File: src/rtl/issue_scoreboard_pkg.sv
// Shared types and lane-slicing helpers for the in-order issue controller.
package hazard_pkg;

  localparam int BUS_MAX   = 64;
  localparam int FIELD_MAX = 8;

  typedef enum logic [0:0] {
    RUN  = 1'b0,
    PART = 1'b1
  } issueState_e;

  function automatic int laneIdxW(input int lanes);
    return (lanes > 1) ? $clog2(lanes) : 1;
  endfunction

  // Extract lane `lane` of a packed per-lane bus whose fields are `width` bits wide.
  function automatic logic [FIELD_MAX-1:0] laneField(input logic [BUS_MAX-1:0] bus,
                                                     input int lane, input int width);
    logic [BUS_MAX-1:0]   shifted;
    logic [FIELD_MAX-1:0] mask;
    shifted = bus >> (lane * width);
    mask    = (FIELD_MAX'(1) << width) - FIELD_MAX'(1);
    return shifted[FIELD_MAX-1:0] & mask;
  endfunction

endpackage

File: src/rtl/issue_scoreboard_reg.sv
// Per-register latency countdown with issue loads and redirect release of young writers.
module reg_scoreboard import hazard_pkg::*; #(
  parameter  int LANES = 2,
  parameter  int NREG  = 32,
  parameter  int REGW  = 5,
  parameter  int LAT_W = 3,
  localparam int LIW   = laneIdxW(LANES)
) (
  input  logic                   clk,
  input  logic                   rst_n,
  input  logic [LANES-1:0]       ldEn,
  input  logic [LANES*REGW-1:0]  ldReg,
  input  logic [LANES*LAT_W-1:0] ldLat,
  input  logic                   relValid,
  input  logic [LIW-1:0]         relLane,
  output logic [NREG-1:0]        busy
);

  logic [LAT_W-1:0] cnt       [NREG];
  logic [LIW-1:0]   owner     [NREG];
  logic [NREG-1:0]  young;
  logic [NREG-1:0]  loadHit;
  logic [LAT_W-1:0] loadLat   [NREG];
  logic [LIW-1:0]   loadOwner [NREG];

  // Route each writing lane to its destination entry; x0 is never tracked.
  always_comb begin
    for (int r = 0; r < NREG; r++) begin
      loadHit[r]   = 1'b0;
      loadLat[r]   = '0;
      loadOwner[r] = '0;
      for (int l = 0; l < LANES; l++) begin
        if ((r != 0) && ldEn[l] &&
            (REGW'(laneField(BUS_MAX'(ldReg), l, REGW)) == REGW'(r))) begin
          loadHit[r]   = 1'b1;
          loadLat[r]   = LAT_W'(laneField(BUS_MAX'(ldLat), l, LAT_W));
          loadOwner[r] = LIW'(l);
        end else begin
          loadHit[r]   = loadHit[r];
        end
      end
    end
  end

  // Countdown update: a load wins, then redirect release, then plain decrement.
  always_ff @(posedge clk) begin
    if (!rst_n) begin
      young <= '0;
      for (int r = 0; r < NREG; r++) begin
        cnt[r]   <= '0;
        owner[r] <= '0;
      end
    end else begin
      for (int r = 0; r < NREG; r++) begin
        if (loadHit[r]) begin
          cnt[r]   <= loadLat[r];
          owner[r] <= loadOwner[r];
          young[r] <= 1'b1;
        end else begin
          young[r] <= 1'b0;
          if (relValid && young[r] && (owner[r] > relLane)) begin
            cnt[r] <= '0;
          end else if (cnt[r] != '0) begin
            cnt[r] <= cnt[r] - LAT_W'(1);
          end
        end
      end
    end
  end

  // A register is busy while its result is still in flight.
  always_comb begin
    for (int r = 0; r < NREG; r++) begin
      busy[r] = (cnt[r] != '0);
    end
  end

endmodule

File: src/rtl/issue_scoreboard.sv
// N-lane in-order issue controller: picks the issuable prefix of the decode bundle,
// splits dependent bundles across cycles and squashes younger work on redirect.
module issue_scoreboard import hazard_pkg::*; #(
  parameter  int LANES = 2,
  parameter  int NREG  = 32,
  parameter  int REGW  = 5,
  parameter  int LAT_W = 3,
  parameter  int CNT_W = 32,
  localparam int LIW   = laneIdxW(LANES)
) (
  input  logic                   clk,
  input  logic                   rst_n,
  input  logic [LANES-1:0]       dec_valid,
  input  logic [LANES*REGW-1:0]  dec_rs1,
  input  logic [LANES*REGW-1:0]  dec_rs2,
  input  logic [LANES*REGW-1:0]  dec_rd,
  input  logic [LANES-1:0]       dec_wr,
  input  logic [LANES-1:0]       dec_ctrl,
  input  logic [LANES*LAT_W-1:0] dec_lat,
  input  logic                   redirect_valid,
  input  logic [LIW-1:0]         redirect_lane,
  output logic [LANES-1:0]       issue_mask,
  output logic [LANES-1:0]       ex_valid,
  output logic                   stall_fetch,
  output logic                   stall_decode,
  output logic                   flush_decode,
  output logic [LANES-1:0]       flush_ex_mask,
  output logic [CNT_W-1:0]       stall_cnt,
  output logic [CNT_W-1:0]       split_cnt
);

  issueState_e      state, stateNext;
  logic [LANES-1:0] doneMask, doneMaskNext;
  logic [LANES-1:0] pending, blocked, prefix, issue, ldEn, flushEx;
  logic [NREG-1:0]  busy;
  logic             stall, flushDec, inOrder, pj;
  logic [REGW-1:0]  rs1 [LANES];
  logic [REGW-1:0]  rs2 [LANES];
  logic [REGW-1:0]  rd  [LANES];
  logic [LAT_W-1:0] lat [LANES];

  // Unpack per-lane decode fields and form scoreboard load requests.
  always_comb begin
    for (int l = 0; l < LANES; l++) begin
      rs1[l]  = REGW'(laneField(BUS_MAX'(dec_rs1), l, REGW));
      rs2[l]  = REGW'(laneField(BUS_MAX'(dec_rs2), l, REGW));
      rd[l]   = REGW'(laneField(BUS_MAX'(dec_rd), l, REGW));
      lat[l]  = LAT_W'(laneField(BUS_MAX'(dec_lat), l, LAT_W));
      ldEn[l] = issue[l] & dec_wr[l] & (rd[l] != '0) & (lat[l] != '0);
    end
  end

  // Hazards against in-flight results and against older pending lanes of this bundle.
  always_comb begin
    pj = 1'b0;
    for (int i = 0; i < LANES; i++) begin
      pending[i] = dec_valid[i] & ~doneMask[i];
      blocked[i] = ((rs1[i] != '0) & busy[rs1[i]]) | ((rs2[i] != '0) & busy[rs2[i]]);
      for (int j = 0; j < i; j++) begin
        pj = dec_valid[j] & ~doneMask[j];
        blocked[i] = blocked[i]
                   | (pj & dec_wr[j] & (((rs1[i] != '0) & (rs1[i] == rd[j])) |
                                        ((rs2[i] != '0) & (rs2[i] == rd[j])) |
                                        (rd[i] == rd[j])))
                   | (pj & dec_ctrl[i] & dec_ctrl[j]);
      end
    end
  end

  // Issue selection and bundle sequencing; redirect overrides everything.
  always_comb begin
    issue        = '0;
    flushEx      = '0;
    flushDec     = 1'b0;
    stall        = 1'b0;
    stateNext    = RUN;
    doneMaskNext = '0;
    inOrder      = 1'b1;
    for (int i = 0; i < LANES; i++) begin
      inOrder   = inOrder & ~(pending[i] & blocked[i]);
      prefix[i] = pending[i] & inOrder;
    end
    if (!rst_n) begin
      issue = '0;
    end else if (redirect_valid) begin
      flushDec = 1'b1;
      for (int i = 0; i < LANES; i++) begin
        flushEx[i] = (LIW'(i) > redirect_lane);
      end
    end else if ((pending & ~prefix) == '0) begin
      issue = prefix;
    end else begin
      issue        = prefix;
      stall        = 1'b1;
      stateNext    = PART;
      doneMaskNext = doneMask | prefix;
    end
  end

  assign issue_mask    = issue;
  assign ex_valid      = issue;
  assign stall_fetch   = stall;
  assign stall_decode  = stall;
  assign flush_decode  = flushDec;
  assign flush_ex_mask = flushEx;

  // Bundle state, completion mask and saturating performance counters.
  always_ff @(posedge clk) begin
    if (!rst_n) begin
      state     <= RUN;
      doneMask  <= '0;
      stall_cnt <= '0;
      split_cnt <= '0;
    end else begin
      state    <= stateNext;
      doneMask <= doneMaskNext;
      if (stall && (stall_cnt != '1)) begin
        stall_cnt <= stall_cnt + CNT_W'(1);
      end
      if ((state == RUN) && (stateNext == PART) && (split_cnt != '1)) begin
        split_cnt <= split_cnt + CNT_W'(1);
      end
    end
  end

  reg_scoreboard #(
    .LANES (LANES),
    .NREG  (NREG),
    .REGW  (REGW),
    .LAT_W (LAT_W)
  ) uScoreboard (
    .clk      (clk),
    .rst_n    (rst_n),
    .ldEn     (ldEn),
    .ldReg    (dec_rd),
    .ldLat    (dec_lat),
    .relValid (redirect_valid),
    .relLane  (redirect_lane),
    .busy     (busy)
  );

endmodule

File: config.mk
export PLATFORM = sky130hd
export DESIGN_NAME = issue_scoreboard
export DESIGN_NICKNAME = d
export VERILOG_FILES = /design/src/rtl/issue_scoreboard_pkg.sv /design/src/rtl/issue_scoreboard_reg.sv /design/src/rtl/issue_scoreboard.sv
export SDC_FILE = /design/constraint.sdc
export NUM_CORES = 1
export LEC_CHECK = 0
export CORE_UTILIZATION = 58
export CTS_BUF_LIST = sky130_fd_sc_hd__clkbuf_16
export DETAILED_ROUTE_END_ITERATION = 12
export MAX_ROUTING_LAYER = met4
export PLACE_DENSITY_LB_ADDON = 0.05
export SYNTH_ARGS = -nofsm -noshare
export SYNTH_HDL_FRONTEND = slang
export SYNTH_SLANG_ARGS = --single-unit
export TNS_END_PERCENT = 10
File: constraint.sdc
create_clock -name clk -period 17 [get_ports clk]
set_input_delay 5.1 -clock clk [delete_from_list [all_inputs] [get_ports clk]]
set_output_delay 5.1 -clock clk [all_outputs]
set_load 0.005 [all_outputs]
==> flow_summary.rst, run 1 <==
.. list-table::
   :header-rows: 1

   * - Metric
     - Value
   * - Reg-to-reg critical path startpoint
     - uScoreboard.cnt[1][21]
   * - Register bit count reported by yosys
     - about 230
   * - CP Capture Type
     - output port
   * - CTS clk-pin slew, worst paths
     - about 50 ps
   * - IO Count
     - around 120
   * - Routed wirelength normalized by instance count
     - roughly 22 um
   * - First-pass GRT wire length
     - approximately 69,000 um
   * - Startpoint Class
     - primary input
   * - Pwr dens
     - 125 mW/mm^2
   * - Setup tns final
     - 0 ps
   * - Leakage power total
     - around 6.8 nW
   * - Share of the clock period used by the worst path after layout
     - between 80% and 90%
   * - Placement Rows
     - slightly below 60
   * - Net switching fraction of the power
     - around a third
   * - Measured slew at the worst slew-check pin
     - roughly 1000 ps
   * - Path class of the lowest-slack min-delay path
     - reg -> reg
   * - RSZ-0062 raised after global routing
     - false
   * - Ranking of synthesized cells by area
     - edfxtp_1 25%, dfxtp_1 13%, mux2i_1 12%
   * - Proportion of netlist area held by the largest area contributor
     - 24.7%
   * - Fraction of registers with async set/reset
     - 0%
   * - Number of setup violations in the final report
     - 0
   * - Crit path to
     - stall_fetch
   * - Internal power consumption
     - approximately 1.4 mW
   * - Final instance area
     - ~0.017 mm^2
   * - Number of CTS-inserted buffers
     - 27
   * - Initial antenna violation count
     - 1
   * - Post-Syn Nets
     - about 1,800
   * - Data required, critical path
     - 11,900 ps
   * - Overall Global Routing Usage
     - 34.1%
   * - DRT antenna net count
     - 0
   * - Count of final hold-check violations
     - 0
   * - Buffers inserted by post-CTS timing repair
     - 0
   * - List of cells traversed by the critical path
     - clkdlybuf4s50_1 > mux4_2 > mux2_2 > nand3b_1 > nand4_1 > o211ai_1 > buf_4 > o21ai_0 > inv_1 > clkdlybuf4s50_1
   * - Run status
     - finished, final reports clean
   * - Worst vdd rail ir drop
     - 99.6 uV
   * - Layout overhead on the synthesized area
     - 13.8%
   * - Launching element of the worst setup path
     - dec_rs1[5]
   * - Synth area leader
     - edfxtp_1
   * - H-tree Lvls
     - 1
   * - Final-stage net count
     - 1,816
   * - Reported net switching power
     - approximately 750 uW
   * - Library cell appearing most often on the critical path
     - clkdlybuf4s50_1
   * - Number of flops mapped to enable cells by yosys
     - 126
   * - Via density per instance
     - about 6.6
   * - Core area
     - 0.0260 mm^2
   * - Sequential area share after synthesis
     - between 30 and 40%
   * - Max Fclk
     - just over 70 MHz
   * - CP max stage cell
     - clkdlybuf4s50_1
   * - Effective utilization at floorplan
     - between 50% and 60%
   * - Max Buffers Root-to-Sink
     - 3
   * - Largest net degree at the start of global routing
     - 75
   * - Source-to-sink clock delay at the later pin of the worst-skew pair
     - between 500 and 600 ps
   * - Combinational share of power
     - 37.1%
   * - Fin crit period
     - 13,800 ps
   * - Max-slew headroom at the worst pin
     - between 20% and 30%
   * - Instance area after placement
     - about 0.017 mm^2
   * - Vertical die dimension
     - 165 um
   * - CTS-repair resized insts
     - 0
   * - Antenna diode count
     - 0
   * - Worst-case clock skew
     - 16.7 ps
   * - DRC violation count after routing
     - 0
   * - Post-synthesis average cell area
     - ~9 um^2
   * - Number of max-capacitance violations reported
     - 0
   * - Length of the first detailed-routing pass in iterations
     - 7
   * - Fraction of layout cells with a size suffix above 1
     - 7.13%
   * - Category of the critical setup timing path
     - in -> out
   * - Setup slack of the critical path after layout
     - between 3000 and 4000 ps
   * - Clock network fraction of total power
     - ~28%
   * - Master cell of the clock root buffer
     - clkbuf_16
   * - Area enclosed by the die boundary
     - ~0.027 mm^2
   * - Top flip-flop cell by instance count after synthesis
     - edfxtp_1
   * - TritonCTS clock tree
     - yes
   * - Post-placement cell count
     - 2,010
   * - Number of sinks on the clock net
     - roughly 230
   * - Count of cells along the worst register-to-register path
     - 12
   * - Die span in x
     - 165 um
   * - Netlist Area Pre-Place
     - 0.0153 mm^2
   * - Post-placement worst setup slack
     - between 3000 and 4000 ps
   * - Critical register-to-register path endpoint
     - uScoreboard.owner[1][6]
   * - GR Overflow Total
     - 0
   * - Final weighted congestion in routability-driven placement
     - around 1.0
   * - Critical path's largest stage delay
     - 1100 ps
   * - Post-synthesis cell type count
     - between 70 and 80
   * - Final Non-Filler Cells
     - 2,060
   * - Critical path fanouts, max
     - 18
   * - Via count
     - approximately 14,000
   * - Reg power frac
     - 34.9%
   * - Arrival time reported for the critical path endpoint
     - 8700 ps
   * - Final-report max-slew violation count
     - 0
   * - First DRT Iteration DRCs
     - around 1,400
   * - Final HPWL DP
     - 30,500 um
   * - Vias in the first global route
     - roughly 12,000
   * - Number of synthesis warnings
     - 0
   * - Synthesized instance count
     - ~1,700
   * - Hold buffers post-CTS
     - 0
   * - Register-to-register path setup slack
     - around 12,000 ps
   * - WL final
     - roughly 45,000 um
   * - Port-buffer cells
     - approximately 120
   * - Fill cell count
     - between 2,000 and 2,500
state kept, by name (all words and copies together) (netlist names):
signal             count
stall_cnt             32
uScoreboard.owner     31
uScoreboard.cnt       96
uScoreboard.young     31
state                  1
doneMask               2
split_cnt             32
worst max-delay path, delay by kind of cell:
kind / cells / cell delay (ps)
buffers and inverters: 4 / 2080
muxes: 2 / 870
and+or+nand+nor: 2 / 270
AOI/OAI and AO/OA: 2 / 350
worst min-delay path by stage:
stage	slack, ps	cells after the start	to	start
floorplan	430	2	doneMask[0]	doneMask[0]
global placement	450	2	doneMask[0]	doneMask[0]
detailed placement	440	2	doneMask[0]	doneMask[0]
CTS	450	2	doneMask[0]	doneMask[0]
global route	480	2	uScoreboard.owner[1][0]	uScoreboard.owner[1][0]
finish	450	2	doneMask[0]	doneMask[0]
power groups by stage:
stage / clock, mW / combinational, mW / sequential [mW]
after floorplan: 0 / 0.561 / 0.760
after global placement: 0 / 0.757 / 0.767
after detailed placement: 0 / 0.785 / 0.771
after CTS: 0.614 / 0.793 / 0.759
after global routing: 0.634 / 0.884 / 0.771
final: 0.609 / 0.808 / 0.760
routing by layer:
metal  track usage (%)  share of wire [%]  vias to the layer above
met3              6.23                 10                      144
met1              44.8                 41                     6387
met5                 -                  0                        -
li1                  -                  -                     6212
met2              52.0                 45                      815
met4              13.3                4.0                        0
cell families after synthesis:
logic type	Yosys count	share of synthesized area [%]
XOR/XNOR	18	1.03
multiplexers	210	15.3
adder cells (fa/ha/maj)	66	5.38
other	1	0.0244
AND/OR/NAND/NOR	684	24.0
AO/OA/AOI/OAI	212	10.1
flip-flops	225	37.6
buffers and inverters	252	6.65
cell usage in the layout, fill, tap and decap left out, types with 11 or more instances in the layout:
master	netlist	routed
clkinv_1	1	11
o211ai_1	15	15
nand2_1	110	110
a21oi_1	42	42
inv_1	120	119
nand2b_1	33	33
nor2_1	133	133
clkdlybuf4s50_1	0	116
o21ai_0	21	21
mux4_2	19	19
nand3b_1	31	31
or3_1	18	18
mux2i_1	188	188
o31ai_1	30	30
a31oi_1	17	17
or4_1	32	32
buf_4	7	22
ha_1	66	66
clkbuf_16	0	27
and2_1	14	14
nor4_1	15	14
nor3_1	52	52
nand3_1	119	119
nor2b_1	18	17
dfxtp_1	99	99
edfxtp_1	126	126
nand4_1	32	32
or2_2	15	15
and3_1	30	30
cells in the mapped netlist (all sizes together), types with 19 or more instances:
cell,number
mux2i,188
ha,66
buf,46
nor3,54
nand2b,33
a21oi,42
and3,30
edfxtp,126
mux4,19
inv,120
nor4,22
dfxtp,99
nand3b,31
o21ai,22
clkbuf,85
or4,33
nand3,119
nand4,32
o31ai,30
nand2,110
nor2,133
layout make-up:
class                      instances  area [um^2]  area share, %
multi-input combinational       1191         8570           49.1
sequential                       225         5770           33.0
timing repair buffer             138         1330           7.60
clock buffer                      27          676           3.87
inverter                         121          454           2.60
tap                              335          419           2.40
clock inverter                    23          250           1.43
per-stage QoR:
step / hold WS [ps] / utilization (%) / power (mW)
2_1_floorplan: 426 / - / 1.32
3_3_place_gp: 445 / 63.6 / 1.52
3_5_place_dp: 441 / 63.6 / 1.56
4_1_cts: 450 / 67.2 / 2.17
5_1_grt: 478 / 67.2 / 2.29
6_report: 450 / 67.2 / 2.18
Note: power is estimated with default switching activity, not from simulation.
==> run 2: changes to the inputs <==
- clock period: 17 -> 12.9 ns (I/O delays scaled with it)
==> run 2 against run 1 <==
  * Sequential power grew 32%
  * Worst hold slack gained 1.2 ps
  * Clock skew grew 20 ps
  * Die area is the same
  * Non-clock buffer count is the same
  * Register-to-register slack lost 4600 ps
  * Cell count is essentially flat
  * Largest power group unchanged
==> flow_summary.rst, run 2 (same netlist as run 1, synthesis figures left out) <==
.. list-table::
   :header-rows: 1

   * - Metric
     - Value
   * - Run status
     - finished, final reports clean
   * - Buffers inserted by post-CTS timing repair
     - 0 (unchanged)
   * - Vias in the first global route
     - 12,648 (+1.4%)
   * - DRT antenna net count
     - 0 (unchanged)
   * - Hold buffers post-CTS
     - 0 (unchanged)
   * - Post-placement cell count
     - 2,010 (unchanged)
   * - Number of setup violations in the final report
     - 0 (unchanged)
   * - TritonCTS clock tree
     - yes
   * - Largest regs
     - uScoreboard.cnt x96, split_cnt x32, stall_cnt x32
   * - Internal power consumption
     - 1.81 mW (+27%)
   * - Count of final hold-check violations
     - 0 (unchanged)
   * - Via count
     - 13,534 (-0.18%)
   * - H-tree Lvls
     - 1 (unchanged)
   * - Final weighted congestion in routability-driven placement
     - 1.03 (+1.4%)
   * - Largest net degree at the start of global routing
     - 84 (+12%)
   * - Final Total Pwr
     - 2.79 mW (+28%)
   * - Setup tns final
     - 0 ps (unchanged)
   * - Category of the critical setup timing path
     - in -> out
   * - Max Buffers Root-to-Sink
     - 3 (unchanged)
   * - Routed wirelength normalized by instance count
     - 21.8 um (-0.82%)
   * - Critical path fanouts, max
     - 16 (-2)
   * - Area used by multi-input combinational logic
     - 0.00857 mm^2 (about the same)
   * - Number of CTS-inserted buffers
     - 27 (unchanged)
   * - Effective utilization at floorplan
     - 59.1% (unchanged)
   * - Leakage power total
     - 6.75 nW (-0.11%)
   * - Placement Rows
     - 59 (unchanged)
   * - CTS clk-pin slew, worst paths
     - 60 ps (about the same)
   * - Fill cell count
     - 2,104 (-0.095%)
   * - Die span in x
     - 165 um (unchanged)
   * - Worst-case clock skew
     - 37.0 ps (+20.3 ps)
   * - Most common library cell in the layout ignoring fill and taps
     - mux2i_1
   * - Port-buffer cells
     - 117 (unchanged)
   * - Library cell appearing most often on the critical path
     - clkdlybuf4s50_1
   * - Worst vdd rail ir drop
     - 115 uV (+15%)
   * - Measured slew at the worst slew-check pin
     - 1020 ps (-26.3 ps)
   * - Share of the clock period used by the worst path after layout
     - between 90 and 100%
   * - WL final
     - 45,000 um (-0.78%)
   * - CP max stage cell
     - clkdlybuf4s50_1
   * - Final HPWL DP
     - 30,700 um (+0.65%)
   * - Largest reg by FF count
     - uScoreboard.cnt
   * - Max-slew headroom at the worst pin
     - 31.9% (+2.0 points)
   * - Vertical die dimension
     - 165 um (unchanged)
   * - Path class of the lowest-slack min-delay path
     - reg -> reg
   * - Top layer reached by signal wires
     - met4
   * - GR Overflow Total
     - 0 (unchanged)
   * - Length of the first detailed-routing pass in iterations
     - 6 (-1)
   * - Startpoint Class
     - primary input
   * - Fraction of layout cells with a size suffix above 1
     - 6.84% (-0.29 points)
   * - Area used by sequential logic in the layout
     - 0.00577 mm^2 (unchanged)
   * - Crit path buf inv count
     - 3 (-1)
   * - CTS-repair resized insts
     - 0 (unchanged)
   * - Hold WS
     - 451 ps (+1.17 ps)
   * - CP Capture Type
     - output port
   * - Post-placement worst setup slack
     - 1230 ps (-2040 ps)
   * - Critical path's largest stage delay
     - 950 ps (-150 ps)
   * - Final-stage net count
     - 1,816 (unchanged)
   * - Routed wl met2
     - 20,200 um (-0.43%)
   * - Via density per instance
     - 6.57 (-0.23%)
   * - Fin crit period
     - 11,780 ps
   * - List of cells traversed by the critical path
     - clkdlybuf4s50_1 > mux4_2 > o22ai_1 > a211oi_1 > a311o_2 > a21boi_1 > o21ai_0 > inv_1 > clkdlybuf4s50_1
   * - RSZ-0062 raised after global routing
     - false
   * - Master cell of the clock root buffer
     - clkbuf_16
   * - Fraction of the core area covered by cells at the end of the flow
     - 66.9% (-0.33 points)
   * - Final instance area
     - 0.0174 mm^2 (-0.49%)
   * - Layout overhead on the synthesized area
     - 13.2%
   * - DRC violation count after routing
     - 0 (unchanged)
   * - Kind of cell adding the most delay to the critical path
     - buffers and inverters
   * - Net switching fraction of the power
     - 35.2% (+0.58 points)
   * - Reported net switching power
     - 982 uW (+30%)
   * - IO Count
     - 119 (unchanged)
   * - Top library cells by usage in the layout, fill and taps aside
     - 188 x mux2i_1, 133 x nor2_1, 126 x edfxtp_1, 124 x inv_1, 119 x nand3_1
   * - Pwr dens
     - 160 mW/mm^2 (+29%)
   * - Combinational share of power
     - 38.3% (+1.2 points)
   * - Instance area after placement
     - 0.0165 mm^2 (about the same)
   * - Setup slack of the critical path after layout
     - 1120 ps (-2080 ps)
   * - Routed metal-1 wire length
     - 18,500 um (-0.75%)
   * - Overall Global Routing Usage
     - 34.3% (+0.21 points)
   * - First-pass GRT wire length
     - 69,900 um (+0.92%)
   * - Arrival time reported for the critical path endpoint
     - 7910 ps (-790 ps)
   * - Initial antenna violation count
     - 1 (unchanged)
   * - Clock network fraction of total power
     - 25.8% (-2.2 points)
   * - Max Fclk
     - between 80 and 90 MHz
   * - Max reg flops
     - 96 (unchanged)
   * - First DRT Iteration DRCs
     - 1,606 (+11%)
   * - Reg power frac
     - 35.9% (+1.0 points)
   * - Wire length on met3
     - 4540 um (-3.1%)
   * - Final-report max-slew violation count
     - 0 (unchanged)
   * - Source-to-sink clock delay at the later pin of the worst-skew pair
     - 560 ps (+20 ps)
   * - Final Non-Filler Cells
     - 2,061 (+0.049%)
   * - Number of sinks on the clock net
     - 225 (unchanged)
   * - Number of max-capacitance violations reported
     - 0 (unchanged)
   * - Data required, critical path
     - 9030 ps (-2870 ps)
   * - Area enclosed by the die boundary
     - 0.0271 mm^2 (unchanged)
   * - Core area
     - 0.0260 mm^2 (unchanged)
[run 2: path summary, 6_finish.rpt]
| path | from | to | slack (ps) | depth (start not counted) |
|---|---|---|---|---|
| max | dec_rs1[0] | stall_fetch | 1120 | 9 |
| min | doneMask[0] | doneMask[0] | 450 | 2 |
| max reg2reg | uScoreboard.cnt[0][42] | uScoreboard.owner[1][8] | 7730 | 12 |
| min reg2reg | doneMask[0] | doneMask[0] | 450 | 2 |
[run 2: tightest hold or removal path: stages, from the launching register on]
cell     delay, ps
dfxtp_1        310
inv_1           50
a21oi_1         50
[run 2: per-layer routing]
layer,vias to the layer above,global-route usage (%)
li1,6214,-
met1,6442,45.3
met2,727,52.4
met3,151,5.95
met4,0,13.3
met5,-,-
[run 2: cell type report]
cell class	instances	area share, %
inverter	121	2.61
clock inverter	22	0.771
multi-input combinational	1191	49.3
clock buffer	28	4.03
tap	335	2.41
sequential	225	33.2
timing repair buffer	138	7.63
antenna	1	0.0144
[run 2: power groups by stage]
stage	clock (mW)	sequential, mW	combinational [mW]
after CTS	0.725	1.00	1.05
after detailed placement	0	1.02	1.04
after floorplan	0	1.00	0.740
after global routing	0.756	1.02	1.17
after global placement	0	1.01	1.01
final	0.719	1.00	1.07
==> run 3: changes to the inputs <==
- PLACE_DENSITY: not set -> 0.79
- PLACE_DENSITY_LB_ADDON: 0.05 -> not set
==> run 3 against run 2 <==
  * Sequential power is essentially flat
  * Global-route usage decreased by 0.27 points
  * Worst hold slack improved by 26 ps
  * First-iteration DRC count shrank 5.5%
  * Sequential share of layout area is essentially flat
  * Non-clock buffer count did not move
  * Wire length is essentially flat
  * Critical path type unchanged
  * Largest power group unchanged
==> flow_summary.rst, run 3 (same netlist as run 1, synthesis figures left out) <==
.. list-table::
   :header-rows: 1

   * - Metric
     - Value
   * - Run status
     - finished, final reports clean
   * - Setup tns final
     - 0 ps (unchanged)
   * - Fin crit period
     - 11,470 ps (-313 ps)
   * - Worst vdd rail ir drop
     - 116 uV (+0.86%)
   * - H-tree Lvls
     - 1 (unchanged)
   * - Startpoint Class
     - primary input
   * - Vertical die dimension
     - 165 um (unchanged)
   * - Antenna diode count
     - 0 (-1)
   * - RSZ-0062 raised after global routing
     - false
   * - Crit path buf inv count
     - 3 (unchanged)
   * - Initial antenna violation count
     - 0 (-1)
   * - Number of setup violations in the final report
     - 0 (unchanged)
   * - Vias in the first global route
     - 12,826 (+1.4%)
   * - Via density per instance
     - 6.62 (+0.85%)
   * - Master cell of the clock root buffer
     - clkbuf_16
   * - TritonCTS clock tree
     - yes
   * - Arrival time reported for the critical path endpoint
     - 7600 ps (-310 ps)
   * - First DRT Iteration DRCs
     - 1,518 (-5.5%)
   * - Kind of cell adding the most delay to the critical path
     - buffers and inverters
   * - Final HPWL DP
     - 30,300 um (-1.2%)
   * - Source-to-sink clock delay at the later pin of the worst-skew pair
     - 530 ps (-30 ps)
   * - Measured slew at the worst slew-check pin
     - 1160 ps (+141 ps)
   * - Area enclosed by the die boundary
     - 0.0271 mm^2 (unchanged)
   * - Leakage power total
     - 6.76 nW (+0.18%)
   * - Top library cells by usage in the layout, fill and taps aside
     - 188 x mux2i_1, 133 x nor2_1, 130 x inv_1, 126 x edfxtp_1, 119 x nand3_1
   * - Effective utilization at floorplan
     - 59.1% (unchanged)
   * - Via count
     - 13,609 (+0.55%)
   * - Largest reg by FF count
     - uScoreboard.cnt
   * - Max reg flops
     - 96 (unchanged)
   * - Max Fclk
     - 87.2 MHz (+2.7%)
   * - Fraction of layout cells with a size suffix above 1
     - 6.63% (-0.21 points)
   * - DRC violation count after routing
     - 0 (unchanged)
   * - Number of max-capacitance violations reported
     - 0 (unchanged)
   * - Port-buffer cells
     - 117 (unchanged)
   * - Max-slew headroom at the worst pin
     - 21.8% (-10 points)
   * - Final-report max-slew violation count
     - 0 (unchanged)
   * - Post-placement cell count
     - 2,010 (unchanged)
   * - CTS clk-pin slew, worst paths
     - 60 ps (about the same)
   * - Overall Global Routing Usage
     - 34.0% (-0.27 points)
   * - CP Capture Type
     - output port
   * - Largest net degree at the start of global routing
     - 103 (+23%)
   * - Final weighted congestion in routability-driven placement
     - 1.00 (-2.8%)
   * - CTS-repair resized insts
     - 0 (unchanged)
   * - Number of sinks on the clock net
     - 225 (unchanged)
   * - Worst-case clock skew
     - 21.8 ps (-15.2 ps)
   * - Placement Rows
     - 59 (unchanged)
   * - Layout overhead on the synthesized area
     - 13.1% (about the same)
   * - Critical path's largest stage delay
     - 950 ps (about the same)
   * - Critical path fanouts, max
     - 16 (unchanged)
   * - Die span in x
     - 165 um (unchanged)
   * - DRT antenna net count
     - 0 (unchanged)
   * - Number of CTS-inserted buffers
     - 25 (-7.4%)
   * - Final Non-Filler Cells
     - 2,055 (-0.29%)
   * - First-pass GRT wire length
     - 69,700 um (-0.36%)
   * - GR Overflow Total
     - 0 (unchanged)
   * - Routed wirelength normalized by instance count
     - 21.9 um (+0.37%)
   * - List of cells traversed by the critical path
     - clkdlybuf4s50_1 > mux4_2 > o22ai_1 > a211oi_1 > a311o_2 > a21boi_1 > o21ai_0 > inv_1 > clkdlybuf4s50_1
   * - CP max stage cell
     - clkdlybuf4s50_1
   * - WL final
     - 45,100 um (about the same)
   * - IO Count
     - 119 (unchanged)
   * - Category of the critical setup timing path
     - in -> out
   * - Length of the first detailed-routing pass in iterations
     - 6 (unchanged)
   * - Count of final hold-check violations
     - 0 (unchanged)
   * - Core area
     - 0.0260 mm^2 (unchanged)
   * - Pwr dens
     - 161 mW/mm^2 (+0.59%)
   * - Buffers inserted by post-CTS timing repair
     - 0 (unchanged)
   * - Data required, critical path
     - 9030 ps (about the same)
   * - Path class of the lowest-slack min-delay path
     - reg -> reg
   * - Library cell appearing most often on the critical path
     - clkdlybuf4s50_1
   * - Share of the clock period used by the worst path after layout
     - 88.9% (-2.4 points)
   * - Max Buffers Root-to-Sink
     - 3 (unchanged)
   * - Largest regs
     - uScoreboard.cnt x96, split_cnt x32, stall_cnt x32
   * - Hold buffers post-CTS
     - 0 (unchanged)
   * - Final-stage net count
     - 1,814 (-0.11%)
   * - Most common library cell in the layout ignoring fill and taps
     - mux2i_1
-- run 3: changes by cell type in the layout (fill, tap and decap cells not counted), sizes merged --
cell    previous run  this run
inv              126       130
clkinv            16         6
clkbuf            28        27
bufinv             1         3
diode              1         0
-- run 3: where the power goes --
group | internal, mW | leakage (nW) | switching [mW]
logic | 0.439 | 4.14 | 0.636
clock network | 0.433 | 0.441 | 0.290
registers | 0.955 | 2.17 | 0.0495
total | 1.83 | 6.76 | 0.975
-- run 3: cell type report --
type	count	area (um^2)
Fill cell	2067	8620
Multi-Input combinational cell	1191	8570
Sequential cell	225	5770
Timing Repair Buffer	138	1330
Clock buffer	27	676
Inverter	121	454
Tap cell	335	419
Clock inverter	18	149
-- run 3: routing by layer --
metal | up-vias | global-route usage, % | routed length [um]
met5 | - | - | 0
met4 | 0 | 14.9 | 1910
met2 | 768 | 51.7 | 20200
met3 | 156 | 7.03 | 4870
met1 | 6484 | 43.8 | 18000
li1 | 6201 | - | -
-- run 3: final timing paths --
| path | startpoint | to | slack [ps] | cells after the start |
|---|---|---|---|---|
| max | dec_rs1[0] | stall_decode | 1430 | 9 |
| min | uScoreboard.owner[1][0] | uScoreboard.owner[1][0] | 480 | 2 |
| max reg2reg | uScoreboard.cnt[0][45] | uScoreboard.owner[1][5] | 7870 | 12 |
| min reg2reg | uScoreboard.owner[1][0] | uScoreboard.owner[1][0] | 480 | 2 |
-- run 3: tightest hold or removal path, cell delays in order, from the launching register on --
cell and delay, ps:
dfxtp_1 310, nand2_1 60, a21oi_1 60
-- run 3: metrics by stage --
step	power [mW]	hold slack, ps	instance area, um^2	utilization (%)	setup slack [ps]
global route	2.96	509	17400	66.8	1320
detailed placement	2.06	468	16500	63.6	1530
finish	2.80	477	17400	66.8	1430
CTS	2.79	476	17400	66.8	1510
global placement	2.01	446	16500	63.6	1600
floorplan	1.74	426	15300	-	2910
